==> config.mk <==
export PLATFORM = sky130hd
export DESIGN_NAME = ex2_stage
export DESIGN_NICKNAME = d
export VERILOG_FILES = /design/src/rtl/ex2_stage_pkg.sv /design/src/rtl/ex2_stage_mul_iter.sv /design/src/rtl/ex2_stage.sv
export SDC_FILE = /design/constraint.sdc
export NUM_CORES = 1
export LEC_CHECK = 0
export BUFFER_PORTS_ARGS = -buffer_cell sky130_fd_sc_hd__buf_2
export CORE_ASPECT_RATIO = 1.4
export CORE_MARGIN = 1
export CORE_UTILIZATION = 45
export CTS_BUF_LIST = sky130_fd_sc_hd__clkbuf_2
export DETAILED_ROUTE_END_ITERATION = 12
export PLACE_DENSITY = 0.67
export SYNTH_ARGS = -nofsm -noshare
export SYNTH_HDL_FRONTEND = slang
export SYNTH_HIERARCHICAL = 1
export SYNTH_SLANG_ARGS = --single-unit
==> constraint.sdc <==
create_clock -name clk -period 3.05 [get_ports clk]
set_clock_uncertainty 0.05 [all_clocks]
set_input_delay 0.305 -clock clk [delete_from_list [all_inputs] [get_ports clk]]
set_output_delay 0.305 -clock clk [all_outputs]
set_load 0.02 [all_outputs]
==> src/rtl/ex2_stage_pkg.sv <==
// ---------------------------------------------------------------------------
// ex2_stage_pkg : shared constants for the EX2 stage and its multiplier
// Rev 1.0 : initial release
// ---------------------------------------------------------------------------
`default_nettype none

package ex2_stage_pkg;

   localparam int DEF_DATA_W = 16;
   localparam int DEF_REG_AW = 4;

   localparam int MUL_ITERS = 16;
   localparam int CNT_W     = $clog2(MUL_ITERS);

   localparam logic [1:0] S_IDLE = 2'd0;
   localparam logic [1:0] S_MUL  = 2'd1;
   localparam logic [1:0] S_DONE = 2'd2;

endpackage

`default_nettype wire

==> src/rtl/ex2_stage_mul_iter.sv <==
// ---------------------------------------------------------------------------
// mul_iter : radix-2 shift-add multiplier, MUL_ITERS steps, truncated product
// Rev 1.0 : initial release
// ---------------------------------------------------------------------------
`default_nettype none

module mul_iter
   import ex2_stage_pkg::*;
#(
   parameter int DATA_W = DEF_DATA_W
) (
   input  logic              clk,
   input  logic              rst,
   input  logic              i_start,
   input  logic [DATA_W-1:0] i_a,
   input  logic [DATA_W-1:0] i_b,
   output logic              o_done,
   output logic [DATA_W-1:0] o_product
);

   localparam logic [CNT_W-1:0] C_LAST = CNT_W'(MUL_ITERS - 1);

   logic [DATA_W-1:0] r_acc;
   logic [DATA_W-1:0] r_mcand;
   logic [DATA_W-1:0] r_mplier;
   logic [CNT_W-1:0]  r_cnt;
   logic              r_run;
   logic [DATA_W-1:0] w_sum;

   assign w_sum = r_acc + (r_mplier[0] ? r_mcand : '0);

   always_ff @(posedge clk) begin
      if (rst) begin
         r_acc    <= '0;
         r_mcand  <= '0;
         r_mplier <= '0;
         r_cnt    <= '0;
         r_run    <= 1'b0;
      end else if (i_start) begin
         r_acc    <= '0;
         r_mcand  <= i_a;
         r_mplier <= i_b;
         r_cnt    <= '0;
         r_run    <= 1'b1;
      end else if (r_run) begin
         r_acc    <= w_sum;
         r_mcand  <= r_mcand << 1;
         r_mplier <= r_mplier >> 1;
         r_cnt    <= r_cnt + 1'b1;
         if (r_cnt == C_LAST) r_run <= 1'b0;
      end
   end

   // The final step's sum is presented combinationally so the caller can latch it on done.
   assign o_done    = r_run & (r_cnt == C_LAST);
   assign o_product = w_sum;

endmodule

`default_nettype wire

==> src/rtl/ex2_stage.sv <==
// ---------------------------------------------------------------------------
// ex2_stage : EX1/EX2 pipeline register, branch resolution, iterative MUL
// Rev 1.0 : initial release
// ---------------------------------------------------------------------------
`default_nettype none

module ex2_stage
   import ex2_stage_pkg::*;
#(
   parameter int DATA_W = DEF_DATA_W,
   parameter int REG_AW = DEF_REG_AW
) (
   input  logic              clk,
   input  logic              rst,
   input  logic              stall_in,
   input  logic              ex1_valid,
   input  logic [DATA_W-1:0] ex1_alu_result,
   input  logic              ex1_zero,
   input  logic [DATA_W-1:0] ex1_branch_target,
   input  logic [REG_AW-1:0] ex1_rd,
   input  logic              ex1_reg_write,
   input  logic              ex1_is_branch,
   input  logic              ex1_branch_ne,
   input  logic              ex1_is_mul,
   input  logic [DATA_W-1:0] ex1_op_a,
   input  logic [DATA_W-1:0] ex1_op_b,
   input  logic              ex1_mem_read,
   input  logic              ex1_mem_write,
   input  logic [DATA_W-1:0] ex1_store_data,
   output logic              ex2_valid,
   output logic [DATA_W-1:0] ex2_alu_result,
   output logic              ex2_fwd_valid,
   output logic [REG_AW-1:0] ex2_rd,
   output logic              ex2_reg_write,
   output logic              ex2_mem_read,
   output logic              ex2_mem_write,
   output logic [DATA_W-1:0] ex2_store_data,
   output logic              branch_taken,
   output logic [DATA_W-1:0] branch_target_out,
   output logic              busy
);

   logic              r_valid, r_zero, r_rw, r_is_br, r_br_ne, r_is_mul, r_mr, r_mw;
   logic [DATA_W-1:0] r_alu, r_target, r_op_a, r_op_b, r_sd, r_product;
   logic [REG_AW-1:0] r_rd;
   logic [1:0]        r_state;

   logic              w_advance, w_cond, w_taken, w_start, w_mul_done;
   logic [DATA_W-1:0] w_mul_prod;

   assign w_start   = (r_state == S_IDLE) & r_valid & r_is_mul;
   assign busy      = w_start | (r_state == S_MUL);
   assign w_advance = ~stall_in & ~busy;
   assign w_cond    = r_br_ne ? ~r_zero : r_zero;
   assign w_taken   = r_valid & r_is_br & w_cond & ~stall_in;

   always_ff @(posedge clk) begin
      if (rst) begin
         r_valid  <= 1'b0;
         r_alu    <= '0;
         r_zero   <= 1'b0;
         r_target <= '0;
         r_rd     <= '0;
         r_rw     <= 1'b0;
         r_is_br  <= 1'b0;
         r_br_ne  <= 1'b0;
         r_is_mul <= 1'b0;
         r_op_a   <= '0;
         r_op_b   <= '0;
         r_mr     <= 1'b0;
         r_mw     <= 1'b0;
         r_sd     <= '0;
      end else if (w_advance) begin
         // A taken branch squashes the wrong-path instruction entering behind it.
         r_valid  <= ex1_valid & ~w_taken;
         r_rw     <= ex1_reg_write & ~w_taken;
         r_mr     <= ex1_mem_read & ~w_taken;
         r_mw     <= ex1_mem_write & ~w_taken;
         r_alu    <= ex1_alu_result;
         r_zero   <= ex1_zero;
         r_target <= ex1_branch_target;
         r_rd     <= ex1_rd;
         r_is_br  <= ex1_is_branch;
         r_br_ne  <= ex1_branch_ne;
         r_is_mul <= ex1_is_mul;
         r_op_a   <= ex1_op_a;
         r_op_b   <= ex1_op_b;
         r_sd     <= ex1_store_data;
      end
   end

   always_ff @(posedge clk) begin
      if (rst) begin
         r_state   <= S_IDLE;
         r_product <= '0;
      end else begin
         case (r_state)
            S_IDLE: if (w_start) r_state <= S_MUL;
            S_MUL: begin
               if (w_mul_done) begin
                  r_state   <= S_DONE;
                  r_product <= w_mul_prod;
               end
            end
            S_DONE: if (w_advance) r_state <= S_IDLE;
            default: r_state <= S_IDLE;
         endcase
      end
   end

   mul_iter #(
      .DATA_W (DATA_W)
   ) u_mul (
      .clk       (clk),
      .rst       (rst),
      .i_start   (w_start),
      .i_a       (r_op_a),
      .i_b       (r_op_b),
      .o_done    (w_mul_done),
      .o_product (w_mul_prod)
   );

   assign ex2_valid         = r_valid;
   assign ex2_alu_result    = (r_state == S_DONE) ? r_product : r_alu;
   assign ex2_fwd_valid     = r_valid & r_rw & ~busy;
   assign ex2_rd            = r_rd;
   assign ex2_reg_write     = r_rw;
   assign ex2_mem_read      = r_mr;
   assign ex2_mem_write     = r_mw;
   assign ex2_store_data    = r_sd;
   assign branch_taken      = w_taken;
   assign branch_target_out = r_target;

endmodule

`default_nettype wire

==> flow_summary.ini <==
[global_routing]
globalRouteTotalUtil_pct = 26.2
grt_pass1_wl_um = 38500
grt_remaining_overflow = 0
antenna_found_initial = 2
grt_pass1_vias = 7835
grt_max_degree = 159

[power_and_ir_drop]
p_comb_share_pct = 14.3
power_frac_clock_pct = 31.0
netSwitchingPower_uw = 1170
p_per_area_mw_per_mm2 = 398
p_sw_share_pct = 28.3
seqPwrFrac_pct = 54.6
power_uw = 4130
ir_worst_vdd_mv = 0.334
p_leak_uw = 0.00453
intPower_uw = 2960

[critical_path]
crit_start = r_state[0]
worstSetupEndpointType = primary output
path_class = reg -> out
cp.arrival_ns = 2.45
r2r-end = r_product[15]
cp_max_fo = 47
reg2reg_from = u_mul/r_mplier[0]
critPathLaunchType = flip-flop
r2r_slack_ns = 0.28
required_ns = 2.69
worst_r2r_path_depth = 10
cp_cell_sequence = nand4bb_4 > buf_4 > nand2_1 > buf_2
endpoint = busy
slowest_stage = dfxtp_1
cpPeakStageDelay_ns = 0.55

[synth]
synthesis.nets = 1051
yosysMostFrequentCell = dfxtp_1
syn_area_mm2 = 0.00796
synth_ff_type = dfxtp_1
avgSynthCellArea_um2 = 8.48
ys_async_sr_fraction_pct = 0
synth_top_area_share_pct = 41.0
yosys-top-cells-count = dfxtp_1 (163), a21oi_1 (152), nor2_1 (90)
ys_seq_area_share_pct = 41.0
synth_edf_count = 0
synthCells = 939
synthTopCellsByArea = dfxtp_1 (41%), a21oi_1 (9.6%), o31ai_1 (8.4%)
synth_top_cell_by_area = dfxtp_1
synth_cell_types = 53
ys.warnings.count = 6
synth-seq-cells = 163

[clocking]
htreeDepth = 4
clockBufferDepth = 2
path_clk_slew_ns = 0.25
cts_buffers = 17
post-cts-setup-buffer-count = 0
cts-root-buf = clkbuf_2
cts.sinks = 163
cts_tree = done
clk_latency_ns = 0.73

[layout]
n_fill_cell = 1521
area_delta_synth_final_pct = 30.5
fin_nets = 1272
regArea_mm2 = 0.00326
drive_above_1_share_pct = 19.9
multi_input_area_mm2 = 0.00423
final_area_mm2 = 0.0104

[die]
core_area_mm2 = 0.0173
dieArea_mm2 = 0.0182
dieWidth_um = 114
boundaryPins = 154
die_h_um = 159
rows = 57
start_util_pct = 45.9

[sta]
rsz0062_at_grt = false
worst_hold_slack_ns = 0.284
fmax_mhz = 356
maxSlewViolCount = 0
setup_viol = 0
finalCritPeriodShare_pct = 92.0
tightestPinTransition_ns = 0.889
maxSlewHeadroom_pct = 40.5
setup_tns_ns = 0
fin_crit_ns = 2.81
hold_viol_final = 0

[routing]
drt-initial-drc-count = 587
drc = 0
ant_nets = 0
vias = 8122
drt_pre_antenna_iters = 6
vias_per_cell = 5.76
routedWlPerCell_um = 16.9
routed_wl_um = 23800

[place]
gp_congestion = 0.883
place_area_mm2 = 0.00875
port_buffers = 153
post-dp-hpwl_um = 13500

[min_path]
hp-class = in -> reg

[status]
outcome = completed

[run]
drv_cap = 0
-- how the worst min path moves through the flow --
stage | endpoint | from | cells after the start | slack [ns]
2_1_floorplan | r_product[0] | r_product[0] | 2 | 0.38
3_3_place_gp | r_product[3] | r_product[3] | 2 | 0.39
3_5_place_dp | r_product[1] | r_product[1] | 2 | 0.40
4_1_cts | r_op_a[7] | ex1_op_a[7] | 4 | 0.20
5_1_grt | r_op_a[7] | ex1_op_a[7] | 4 | 0.21
6_report | r_alu[6] | ex1_alu_result[6] | 4 | 0.28
-- cells in the final DEF, fill, tap and decap left out, drive strengths merged, types with 3 or more instances in the layout --
cell and count:
buf 169, dfxtp 163, a21oi 156, dlygate4sd3 136, nor2 90, nand4 89, o31ai 89, nand2 48
mux2i 40, clkbuf 17, mux2 16, ha 16, and2 15, nand3 11, inv 11, xnor2 9
nor3 8, clkinv 8, xor2 7, o21ai 7, and3 6, nand3b 5, a21o 5, o21a 4
o311ai 4, o41ai 4, nor3b 4, nor2b 4, bufinv 3, o211ai 3, a31o 3, or3 3
-- registers in the layout (all words and copies together) (netlist names) --
| register | count |
|---|---|
| u_mul/r_cnt | 4 |
| r_op_b | 16 |
| r_alu | 16 |
| u_mul/r_acc | 16 |
| r_zero | 1 |
| u_mul/r_mcand | 16 |
| r_br_ne | 1 |
| u_mul/r_run | 1 |
| ex2_rd | 4 |
| ex2_valid | 1 |
| ex2_store_data | 16 |
| ex2_mem_read | 1 |
| r_is_br | 1 |
| r_is_mul | 1 |
| r_op_a | 16 |
| u_mul/r_mplier | 16 |
| ex2_reg_write | 1 |
| r_product | 16 |
| r_state | 2 |
| branch_target_out | 16 |
| ex2_mem_write | 1 |
-- power groups by stage --
stage	clock network, uW	registers [uW]	logic [uW]
finish	1280	2260	591
global route	1400	2270	632
CTS	1320	2250	573
detailed placement	0	2290	432
global placement	0	2290	428
floorplan	0	2320	241
-- repair_timing --
item | 4_1_cts | 5_1_grt
resized for setup | 0 | 0
hold buffers | 136 | 0
endpoints found under the hold margin | 94 | 0
-- logic make-up (layout without fill, tap and decap cells) --
group	after synthesis	count (layout)	share of synthesized area, %
compound gates	286	286	22.6
xor+xnor	16	16	1.76
fa+ha+maj	17	17	2.77
buf+inv	112	346	6.27
flops	163	163	41.0
mux	56	56	7.29
other cells	0	2	0
simple gates	289	289	18.4
-- through the flow --
step | utilization, % | setup WS [ns] | instances
finish | 59.9 | 0.244 | 1411
global route | 59.9 | 0.0249 | 1411
CTS | 59.9 | 0.183 | 1409
detailed placement | 50.5 | 0.323 | 1241
global placement | 50.5 | 0.361 | 1241
floorplan | - | 0.584 | 939
-- final cells by class --
type                    instances  share of cell area, %
multi-input cells             664                   40.7
diodes                          2                 0.0482
clock inverters                15                   1.76
inverters                       9                  0.349
flip-flops and latches        163                   31.4
well taps                     236                   2.84
repair buffers                305                   22.0
clock buffers                  17                  0.819
-- worst max-delay path, delay by kind of cell (launching register included) --
kind	cells	cell delay, ns
buf+inv	2	0.68
flops	1	0.55
simple gates	2	0.47
-- metal layers --
metal  up-vias  global-route usage, %  share of wire [%]
met3        94                   5.06                4.3
met2       298                   44.0                 50
met4         0                   14.9                4.6
met1      3824                   31.0                 41
li1       3906                      -                  -
met5         -                      0                  0
(Power assumes the default switching activity.)
